--- src/rtl/ram_bist_pkg.sv ---
// Shared types and March C- element table for the RAM BIST controller.
package ram_bist_pkg;

    typedef enum logic [2:0] {
        S_IDLE,
        S_RD,
        S_WR,
        S_NEXT,
        S_DONE
    } state_t;

    localparam int NUM_ELEM = 6;

    localparam logic [2:0] ELEM_W0_UP   = 3'd0;
    localparam logic [2:0] ELEM_R0W1_UP = 3'd1;
    localparam logic [2:0] ELEM_R1W0_UP = 3'd2;
    localparam logic [2:0] ELEM_R0W1_DN = 3'd3;
    localparam logic [2:0] ELEM_R1W0_DN = 3'd4;
    localparam logic [2:0] ELEM_R0_DN   = 3'd5;

    typedef struct packed {
        logic has_rd;
        logic has_wr;
        logic rd_val;
        logic wr_val;
        logic dir_down;
    } elem_attr_t;

    // Value bits select background (0) or inverted background (1).
    function automatic elem_attr_t elem_attr(input logic [2:0] elem);
        elem_attr_t a;
        a = '0;
        case (elem)
            ELEM_W0_UP:   a = '{1'b0, 1'b1, 1'b0, 1'b0, 1'b0};
            ELEM_R0W1_UP: a = '{1'b1, 1'b1, 1'b0, 1'b1, 1'b0};
            ELEM_R1W0_UP: a = '{1'b1, 1'b1, 1'b1, 1'b0, 1'b0};
            ELEM_R0W1_DN: a = '{1'b1, 1'b1, 1'b0, 1'b1, 1'b1};
            ELEM_R1W0_DN: a = '{1'b1, 1'b1, 1'b1, 1'b0, 1'b1};
            ELEM_R0_DN:   a = '{1'b1, 1'b0, 1'b0, 1'b0, 1'b1};
            default:      a = '0;
        endcase
        return a;
    endfunction

endpackage

--- src/rtl/bist_addr_gen.sv ---
// Up/down address counter for the BIST; load picks 0 or N-1 from the direction.
module bist_addr_gen #(
    parameter int AW = 18
) (
    input  logic          clk,
    input  logic          reset,
    input  logic          load,
    input  logic          step,
    input  logic          dir_down,
    output logic [AW-1:0] addr,
    output logic          last
);

    localparam logic [AW-1:0] ONE = {{(AW-1){1'b0}}, 1'b1};

    always_ff @(posedge clk or negedge reset) begin
        if (!reset) begin
            addr <= '0;
        end else if (load) begin
            addr <= dir_down ? '1 : '0;
        end else if (step) begin
            addr <= dir_down ? addr - ONE : addr + ONE;
        end
    end

    assign last = dir_down ? (addr == '0) : (addr == '1);

endmodule

--- src/rtl/ram_bist_ctrl.sv ---
// March C- BIST initiator for a dual-read-port RAM.
// Define BIST_ERR_CNT_EN to count failing reads and run to completion instead of aborting.
module ram_bist_ctrl
    import ram_bist_pkg::*;
#(
    parameter int              AW      = 18,
    parameter int              DW      = 16,
    parameter logic [DW-1:0]   PATTERN = 16'hA5A5
) (
    input  logic          clk,
    input  logic          reset,
    input  logic          start,
    output logic          busy,
    output logic          done,
    output logic          pass,
    output logic [AW-1:0] fail_addr,
    output logic [DW-1:0] fail_data,
    output logic          fail_port,
`ifdef BIST_ERR_CNT_EN
    output logic [15:0]   err_count,
`endif
    output logic          wr,
    output logic [AW-1:0] wr_addr,
    output logic [DW-1:0] d_in,
    output logic [AW-1:0] rd_addr_a,
    output logic [AW-1:0] rd_addr_b,
    input  logic [DW-1:0] d_out_a,
    input  logic [DW-1:0] d_out_b
);

`ifdef BIST_ERR_CNT_EN
    localparam logic ABORT_ON_FAIL = 1'b0;
`else
    localparam logic ABORT_ON_FAIL = 1'b1;
`endif

    state_t        state, state_next;
    logic [2:0]    elem, elem_next, attr_sel;
    elem_attr_t    attr;
    logic [AW-1:0] addr;
    logic          addr_last, ag_load, ag_step;
    logic [DW-1:0] exp_val, wr_val;
    logic          a_bad, b_bad, mismatch, fail_found;

    // In S_NEXT the attributes already describe the upcoming element so the
    // address counter reloads in the right direction.
    assign attr_sel = (state == S_IDLE) ? ELEM_W0_UP :
                      (state == S_NEXT) ? elem + 3'd1 : elem;
    assign attr     = elem_attr(attr_sel);
    assign exp_val  = attr.rd_val ? ~PATTERN : PATTERN;
    assign wr_val   = attr.wr_val ? ~PATTERN : PATTERN;
    assign a_bad    = (d_out_a != exp_val);
    assign b_bad    = (d_out_b != exp_val);
    assign mismatch = (state == S_RD) && (a_bad || b_bad);

    bist_addr_gen #(.AW(AW)) u_addr_gen (
        .clk      (clk),
        .reset    (reset),
        .load     (ag_load),
        .step     (ag_step),
        .dir_down (attr.dir_down),
        .addr     (addr),
        .last     (addr_last)
    );

    always_ff @(posedge clk or negedge reset) begin
        if (!reset) begin
            state <= S_IDLE;
            elem  <= '0;
        end else begin
            state <= state_next;
            elem  <= elem_next;
        end
    end

    always_comb begin
        state_next = state;
        elem_next  = elem;
        ag_load    = 1'b0;
        ag_step    = 1'b0;
        case (state)
            S_IDLE: begin
                if (start) begin
                    elem_next  = ELEM_W0_UP;
                    ag_load    = 1'b1;
                    state_next = attr.has_rd ? S_RD : S_WR;
                end
            end
            S_RD: begin
                if (mismatch && ABORT_ON_FAIL) begin
                    state_next = S_DONE;
                end else if (attr.has_wr) begin
                    state_next = S_WR;
                end else if (addr_last) begin
                    state_next = S_NEXT;
                end else begin
                    ag_step = 1'b1;
                end
            end
            S_WR: begin
                if (addr_last) begin
                    state_next = S_NEXT;
                end else begin
                    ag_step    = 1'b1;
                    state_next = attr.has_rd ? S_RD : S_WR;
                end
            end
            S_NEXT: begin
                if (elem == ELEM_R0_DN) begin
                    state_next = S_DONE;
                end else begin
                    elem_next  = elem + 3'd1;
                    ag_load    = 1'b1;
                    state_next = attr.has_rd ? S_RD : S_WR;
                end
            end
            S_DONE:  state_next = S_IDLE;
            default: state_next = S_IDLE;
        endcase
    end

    // Port a takes priority when both ports disagree on the first failing read.
    always_ff @(posedge clk or negedge reset) begin
        if (!reset) begin
            pass       <= 1'b0;
            fail_addr  <= '0;
            fail_data  <= '0;
            fail_port  <= 1'b0;
            fail_found <= 1'b0;
        end else if (state == S_IDLE && start) begin
            pass       <= 1'b0;
            fail_addr  <= '0;
            fail_data  <= '0;
            fail_port  <= 1'b0;
            fail_found <= 1'b0;
        end else begin
            if (mismatch && !fail_found) begin
                fail_addr  <= addr;
                fail_data  <= a_bad ? d_out_a : d_out_b;
                fail_port  <= !a_bad;
                fail_found <= 1'b1;
            end
            if (state_next == S_DONE) begin
                pass <= !(fail_found || mismatch);
            end
        end
    end

`ifdef BIST_ERR_CNT_EN
    always_ff @(posedge clk or negedge reset) begin
        if (!reset) begin
            err_count <= '0;
        end else if (state == S_IDLE && start) begin
            err_count <= '0;
        end else if (mismatch && err_count != 16'hFFFF) begin
            err_count <= err_count + 16'd1;
        end
    end
`endif

    assign busy      = (state == S_RD) || (state == S_WR) || (state == S_NEXT);
    assign done      = (state == S_DONE);
    assign wr        = (state == S_WR);
    assign wr_addr   = busy ? addr : '0;
    assign rd_addr_a = busy ? addr : '0;
    assign rd_addr_b = busy ? addr : '0;
    assign d_in      = busy ? wr_val : '0;

endmodule

--- config.mk ---
export PLATFORM = sky130hd
export DESIGN_NAME = ram_bist_ctrl
export DESIGN_NICKNAME = d
export VERILOG_FILES = /design/src/rtl/ram_bist_pkg.sv /design/src/rtl/bist_addr_gen.sv /design/src/rtl/ram_bist_ctrl.sv
export SDC_FILE = /design/constraint.sdc
export NUM_CORES = 1
export LEC_CHECK = 0
export ABC_AREA = 0
export CAP_MARGIN = 0
export CORE_MARGIN = 1.5
export CORE_UTILIZATION = 48
export CTS_CLUSTER_DIAMETER = 60
export DETAILED_ROUTE_END_ITERATION = 7
export GPL_ROUTABILITY_DRIVEN = 0
export GPL_TIMING_DRIVEN = 0
export PLACE_DENSITY = 0.82
export SYNTH_ARGS = -nofsm -noshare
export SYNTH_HDL_FRONTEND = slang
export SYNTH_HIERARCHICAL = 1
export SYNTH_SLANG_ARGS = --single-unit
--- constraint.sdc ---
create_clock -name clk -period 5.8 [get_ports clk]
set_input_delay 0.58 -clock clk [delete_from_list [all_inputs] [get_ports clk]]
set_output_delay 0.58 -clock clk [all_outputs]
set_load 0.03 [all_outputs]
Yosys cells after proc, flatten, opt, wreduce, memory -nomap -nowiden
Index checks and enable logic that the tools add are counted.

cells by class
  add/sub/neg operators = 3
  equal/unequal tests = 16
  mux-type cells = 41
  reductions and logical operators = 18

operator list
  operator                                                               number
  18-bit two-way mux                                                     7
  16-bit two-way mux                                                     6
  16-bit != test                                                         2
  5-bit one-hot mux with 6 select lines                                  1
  3-bit two-way mux                                                      9
  18-bit by 1-bit adder with 18-bit output, second input constant        1
  18-bit equality test, second input constant                            1
  18-bit logical NOT                                                     1
  18-bit by 1-bit subtractor with 18-bit output, second input constant   1
  3-bit equality test, second input constant                             5
  3-bit by 2-bit equality test with 1-bit output, second input constant  4
  1-bit two-way mux                                                      12
  3-bit one-hot mux with 4 select lines                                  1
  2-bit nonzero test                                                     4
  3-bit by 1-bit equality test with 1-bit output, second input constant  2
  3-bit logical NOT                                                      2
  3-bit one-hot mux with 2 select lines                                  1
  1-bit logical OR                                                       4
  2-bit two-way mux                                                      2
  2-bit != test, second input constant                                   2
  1-bit one-hot mux with 2 select lines                                  2
  3-bit by 1-bit adder with 3-bit output, second input constant          1
  1-bit logical AND                                                      3
  1-bit logical NOT                                                      3
  3-bit AND reduction                                                    1

word-level totals
  register bits after elaboration = 61
  bits of input ports = 35
  word-level logic and storage cells = 86

Logic depth before layout (Yosys ltp)
Gate-level depths: netlist (run 1).

  depth after elaboration = 14
  gate-level depth with buffers = 17
  gate-level depth less buffers = 17

Hierarchy
Netlist (run 1), hierarchy kept.

modules (own cells, without submodules)
  module         instances  cells each  area an instance (um^2)
  ram_bist_ctrl  1          323         3072.9
  bist_addr_gen  1          199         1626.6

Worst setup path before layout (run 1)
OpenSTA, ideal clock, no wires.

  path kind = register -> register
  from = reg elem[0]
  to = reg u_addr_gen.addr[4]
  setup time = 0.132 ns
  arrival = 3.965 ns
  required time = 5.668 ns
  setup slack = 1.703 ns
  stages on the path, launching flop included = 16
  buffers on the path = 1
  clock period less this slack = 4.097 ns
  cell sequence = dfrtp_1 -> ha_1 -> nand4b_4 -> xnor2_4 -> nor3_1 -> a21oi_1 -> a21oi_1 -> nor4b_1 -> nand4_1 -> o41ai_1 -> a21oi_1 -> inv_1 -> clkbuf_1 -> nor2_1 -> a211oi_1 -> nor2_1

RTL lines
  what                    line                 text
  from (decl)             ram_bist_ctrl.sv:38  logic [2:0] elem, elem_next, attr_sel;
  from (signal assigned)  ram_bist_ctrl.sv:72  elem <= elem_next;
  to (signal assigned)    bist_addr_gen.sv:20  addr <= dir_down ? '1 : '0;
  to (signal assigned)    bist_addr_gen.sv:22  addr <= dir_down ? addr - ONE : addr + ONE;
  to (decl)               bist_addr_gen.sv:10  output logic [AW-1:0] addr,

==> flow_metrics.py, run 1 <==
metrics = {
    "power_and_ir_drop": {
        "power_mw": 3.46,
        "p_clk_frac": 0.116,
        "net-switching-power_mw": 1.68,
        "ir_drop_mv": 0.398,
        "p_per_area_nw_per_um2": 531,
        "power_switching_share": 0.486,
        "pwr-share-comb": 0.674,
        "leakage_nw": 3.02,
        "pwr-share-seq": 0.211,
        "p_int_mw": 1.78,
    },
    "place": {
        "portBuffers": 143,
        "place_hpwl_mm": 10.6,
        "post_dp_cell_area_um2": 6320,
    },
    "critical_path": {
        "crit_slowest_cell": "a21oi_2",
        "crit_required_ps": 6020,
        "crit_chain": "ha_1 > nand4b_4 > xnor2_4 > nor3_1 > a21oi_1 > a21oi_2 > nor4b_1 > nand4_1 > o41ai_1 > a21oi_1 > inv_1 > clkbuf_1 > nor2_1 > a211oi_1 > nor2_1",
        "arrival_ps": 4520,
        "r2r_slack_ps": 1500,
        "cp.buffers_inverters": 2,
        "max_stage_delay_ps": 530,
        "cp-start-kind": "flip-flop",
        "crit_fanout": 12,
        "crit_family": "compound AO/OA/AOI/OAI gates",
        "cp-end-kind": "flip-flop",
        "path_class": "reg2reg",
    },
    "synthesis": {
        "seq_area_frac_synth": 0.325,
        "ys.flop_type": "dfrtp_1",
        "syn_avg_cell_area_um2": 9.00,
        "synth_warnings": 6,
        "synth_edf_count": 0,
        "ys_ff_latch": 61,
        "synth_area_um2": 4700,
        "syn_nets": 576,
        "yosysUniqueCellTypes": 57,
        "synthArstFlopShare": 1.00,
        "synthCells": 522,
    },
    "global_route": {
        "grt_pass1_vias": 4565,
        "grt_usage": 0.270,
        "grt_max_degree": 36,
        "grt.overflow.total": 0,
        "grt_pass1_wl_mm": 22.1,
        "grt_antenna_before_repair": 0,
    },
    "timing": {
        "maxSlewViolCount": 0,
        "max_freq_mhz": 233,
        "timing.final.crit_share": 0.741,
        "slew-limit-headroom": 0.313,
        "tns_ps": 0,
        "setup_viol": 0,
        "rsz0062_at_grt": "no",
        "finalHoldViolations": 0,
        "fin_skew_ps": 11.6,
        "min_period_ps": 4300,
        "worst_pin_slew_ps": 1020,
    },
    "routing": {
        "ant_nets": 0,
        "dr.pass1.iters": 5,
        "dr.first_iter.drc_count": 278,
        "viasPerCell": 5.61,
        "via_count": 4553,
        "drc_errors": 0,
        "wl_per_cell_um": 16.7,
        "wl_mm": 13.6,
    },
    "clock_tree": {
        "clk_pin_slew_ps": 90,
        "clk_latency_ps": 360,
        "clock_sinks": 61,
        "cts_tree": "done",
        "cts_buffers": 9,
        "cts-resized-gates": 0,
        "htree_levels": 3,
        "cts_hold_buf": 0,
        "cts_root_buf": "clkbuf_8",
        "cts.path.max_buffers": 2,
        "post_cts.repair.setup_buffers": 0,
    },
    "cells_and_area": {
        "area_growth_pct": 38.9,
        "layout_common_cells": "clkdlybuf4s50_1, dfrtp_1, buf_4",
        "final_common_cell": "clkdlybuf4s50_1",
        "n_antenna_cell": 0,
        "seq_area_um2": 1530,
        "drive_above_1_share": 0.163,
        "final_nets": 732,
        "multi_input_area_um2": 2660,
        "finish.instance_area_um2": 6530,
        "fillerInstances": 752,
    },
    "min_path": {
        "hp-class": "in2async",
    },
    "floorplanning": {
        "die_y_um": 102,
        "initial_core_util": 0.501,
        "die_x_um": 102,
        "die_area_um2": 10400,
        "io_pins": 144,
        "num_rows": 35,
        "fp.coreArea_um2": 9370,
    },
    "outcome": {
        "status": "finished, final reports clean",
    },
    "flow_run": {
        "maxCapViolCount": 0,
    },
}
sequential cells by signal, indices dropped and copies added, names as in the netlist:
register	flops
fail_data	16
elem	3
state	3
fail_addr	18
fail_port	1
pass	1
fail_found	1
u_addr_gen/addr	18
Yosys cell counts, types with 5 or more instances:
library cell,number,area share
nor2_1,40,0.032
and3_1,20,0.027
nand2_1,42,0.034
nor3_1,14,0.015
nor4bb_1,8,0.017
and4b_1,5,0.011
nand3_1,6,0.0064
a21oi_1,28,0.030
a31o_2,18,0.034
o21ai_0,14,0.015
and2_1,22,0.029
nor4_1,10,0.013
o211ai_1,5,0.0080
dfrtp_1,61,0.32
a21o_1,6,0.0096
mux2i_1,34,0.072
ha_1,18,0.048
nor4b_1,5,0.0093
buf_4,52,0.083
nand4_1,11,0.015
inv_1,8,0.0064
a211oi_1,11,0.018
clkbuf_1,13,0.010
xor2_1,10,0.019
layer usage:
| layer | share of wire | track usage |
|---|---|---|
| met5 | 0 | 0 |
| met4 | 0.016 | 0.0906 |
| met3 | 0.054 | 0.0465 |
| met2 | 0.50 | 0.458 |
| met1 | 0.43 | 0.349 |
final timing paths:
| path | startpoint | end | depth (start not counted) |
|---|---|---|---|
| max | elem[0] | u_addr_gen/addr[5] | 15 |
| min | reset | fail_data[4] | 1 |
| max reg2reg | elem[0] | u_addr_gen/addr[5] | 15 |
| min reg2reg | fail_addr[5] | fail_addr[5] | 1 |
| max in group asynchronous | reset | u_addr_gen/addr[2] | 2 |
| min in group clk | fail_addr[5] | fail_addr[5] | 1 |
cells by family after synthesis:
family                   Yosys count  synth area share
flip-flops                        61             0.325
AO/OA/AOI/OAI                    106             0.154
multiplexers                      38            0.0873
adder cells (fa/ha/maj)           19            0.0522
AND/OR/NAND/NOR                  201             0.240
buffers and inverters             82             0.110
XOR/XNOR                          15            0.0319
worst reg2reg max path, delay by kind of cell, from the launching register on:
| kind | cells | cell delay, ps |
|---|---|---|
| AOI/OAI and AO/OA | 5 | 1620 |
| xor gates and xnor gates | 1 | 200 |
| adders and majority gates | 1 | 260 |
| DFF | 1 | 460 |
| and+or+nand+nor | 6 | 1000 |
| buffers and inverters | 2 | 630 |
layout make-up:
| cell class | instances | area share |
|---|---|---|
| Sequential cell | 61 | 0.234 |
| Tap cell | 129 | 0.0247 |
| Inverter | 8 | 0.00460 |
| Clock buffer | 9 | 0.0190 |
| Clock inverter | 7 | 0.0125 |
| Buffer | 74 | 0.0748 |
| Timing Repair Buffer | 145 | 0.223 |
| Multi-Input combinational cell | 379 | 0.407 |
metrics by stage:
step | hold slack, ps | std cells | util | worst slack, ps
6_report | 316 | 812 | 0.697 | 1500
5_1_grt | 369 | 812 | 0.697 | 1030
4_1_cts | 325 | 812 | 0.697 | 1620
3_5_place_dp | 501 | 796 | 0.675 | 1660
3_3_place_gp | 493 | 794 | 0.671 | 689
2_1_floorplan | 284 | 522 | - | 1700
power by group through the flow:
stage,clock (mW),combinational [mW],sequential [mW]
2_1_floorplan,0,1.39,0.798
3_3_place_gp,0,2.28,0.727
3_5_place_dp,0,2.33,0.734
4_1_cts,0.401,2.34,0.727
5_1_grt,0.421,2.48,0.750
6_report,0.400,2.33,0.730
Note: power is estimated with default switching activity, not from simulation.
==> run 2, diff against run 1 <==
==> constraint.sdc (replaced) <==
create_clock -name clk -period 4.3 [get_ports clk]
set_input_delay 0.43 -clock clk [delete_from_list [all_inputs] [get_ports clk]]
set_output_delay 0.43 -clock clk [all_outputs]
set_load 0.03 [all_outputs]
==> run 2 against run 1 <==
  * Clock-buffer cell count unchanged
  * Maximum frequency up 11%
  * First-iteration DRC count down 17%
  * Largest cell class unchanged
  * Highest routed layer unchanged
==> flow_metrics.py, run 2 (synthesized netlist as in run 1, its figures left out) <==
metrics = {
    "outcome": {
        "status": "finished, final reports clean",
    },
    "flow_run": {
        "maxCapViolCount": 0,
    },
    "timing": {
        "setup_viol": 0,
        "max_freq_mhz": 259,
        "timing.final.crit_share": 0.898,
        "tns_ps": 0,
        "fin_skew_ps": 13.3,
        "hold-worst-slack_ps": 166,
        "slew-limit-headroom": 0.313,
        "min_period_ps": 3860,
        "worst_pin_slew_ps": 1020,
        "fin_ws_ps": 440,
        "finalHoldViolations": 0,
        "maxSlewViolCount": 0,
        "rsz0062_at_grt": "no",
    },
    "critical_path": {
        "ff2ff_path_depth": 16,
        "crit_fanout": 12,
        "r2r_slack_ps": 440,
        "arrival_ps": 4100,
        "crit_required_ps": 4540,
        "cp-end-kind": "flip-flop",
        "cp-start-kind": "flip-flop",
        "timing.rr.end": "u_addr_gen/addr[12]",
        "path_class": "reg2reg",
        "timing.rr.start": "elem[0]",
    },
    "clock_tree": {
        "clock_sinks": 61,
        "cts_hold_buf": 0,
        "cts_tree": "done",
        "cts.path.max_buffers": 2,
        "cts-resized-gates": 0,
        "clk_pin_slew_ps": 90,
        "cts_root_buf": "clkbuf_8",
        "post_cts.repair.setup_buffers": 0,
        "cts_buffers": 9,
        "htree_levels": 3,
        "clk_latency_ps": 360,
    },
    "floorplanning": {
        "die_x_um": 102,
        "fp.coreArea_um2": 9370,
        "die_area_um2": 10400,
        "io_pins": 144,
        "num_rows": 35,
        "die_y_um": 102,
        "initial_core_util": 0.501,
    },
    "cells_and_area": {
        "drive_above_1_share": 0.165,
        "final_common_cell": "clkdlybuf4s50_1",
        "fillerInstances": 747,
        "area_growth_pct": 39.2,
        "final_nets": 732,
        "finish.instance_area_um2": 6540,
        "top_regs": "fail_addr (18), u_addr_gen/addr (18), fail_data (16)",
        "final_cells": 812,
        "n_antenna_cell": 0,
        "finish.utilization": 0.698,
        "layout_common_cells": "clkdlybuf4s50_1, dfrtp_1, buf_4",
    },
    "power_and_ir_drop": {
        "leakage_nw": 3.03,
        "ir_drop_mv": 0.537,
        "p_per_area_nw_per_um2": 714,
        "power_mw": 4.67,
    },
    "routing": {
        "drc_errors": 0,
        "dr.first_iter.drc_count": 230,
        "dr.pass1.iters": 6,
        "viasPerCell": 5.61,
        "wl_mm": 13.6,
        "ant_nets": 0,
        "wl_per_cell_um": 16.8,
        "via_count": 4554,
    },
    "place": {
        "placed_cells": 796,
        "post_dp_cell_area_um2": 6320,
        "place_hpwl_mm": 10.6,
        "pre_cts_ws_ps": 163,
        "portBuffers": 143,
    },
    "global_route": {
        "grt_max_degree": 36,
        "grt_antenna_before_repair": 0,
        "grt_usage": 0.270,
        "grt_pass1_wl_mm": 22.1,
        "grt.overflow.total": 0,
        "grt_pass1_vias": 4565,
    },
    "min_path": {
        "hp-class": "in2async",
    },
}
## run 2: metal layers
metal  vias to the layer above  global-route usage  wire length (um)
met2                       182               0.458              6770
met1                      2168               0.349              5780
li1                       2178                   -                 -
met3                        26              0.0465               816
met4                         0              0.0906               245
met5                         -                   0                 0
## run 2: cell type report
| class | instances | area [um^2] | area share |
|---|---|---|---|
| Inverter | 8 | 30.0 | 0.00459 |
| Multi-Input combinational cell | 379 | 2670 | 0.409 |
| Tap cell | 129 | 161 | 0.0247 |
| Sequential cell | 61 | 1530 | 0.233 |
| Clock buffer | 9 | 124 | 0.0189 |
| Buffer | 74 | 489 | 0.0748 |
| Timing Repair Buffer | 145 | 1460 | 0.223 |
| Clock inverter | 7 | 81.3 | 0.0124 |
## run 2: how the worst max path moves through the flow
stage / start / endpoint / slack [ps] / depth (start not counted)
after floorplan: elem[0] / u_addr_gen/addr[4] / 200 / 15
after global placement: elem[0] / u_addr_gen/addr[5] / -810 / 15
after detailed placement: elem[0] / u_addr_gen/addr[5] / 160 / 15
after CTS: elem[0] / u_addr_gen/addr[5] / 120 / 15
after global routing: elem[0] / u_addr_gen/addr[12] / 30 / 16
final: elem[0] / u_addr_gen/addr[12] / 440 / 16
## run 2: power by group
group          internal, mW  switching [mW]  total [mW]
clock network         0.276           0.264       0.540
logic                  1.38            1.77        3.15
registers             0.749           0.237       0.986
## run 2: critical path, cell delays in order (launching register included)
cell,delay [ps]
dfrtp_1,460
ha_1,260
nand4b_4,150
xnor2_4,200
nor3_1,220
a21oi_1,100
a21oi_4,380
nand4b_1,170
nor4_1,60
nand4_1,100
o41ai_2,100
a21oi_1,470
inv_1,270
nor2_1,460
nand2_1,100
mux2i_1,160
nor3_1,70
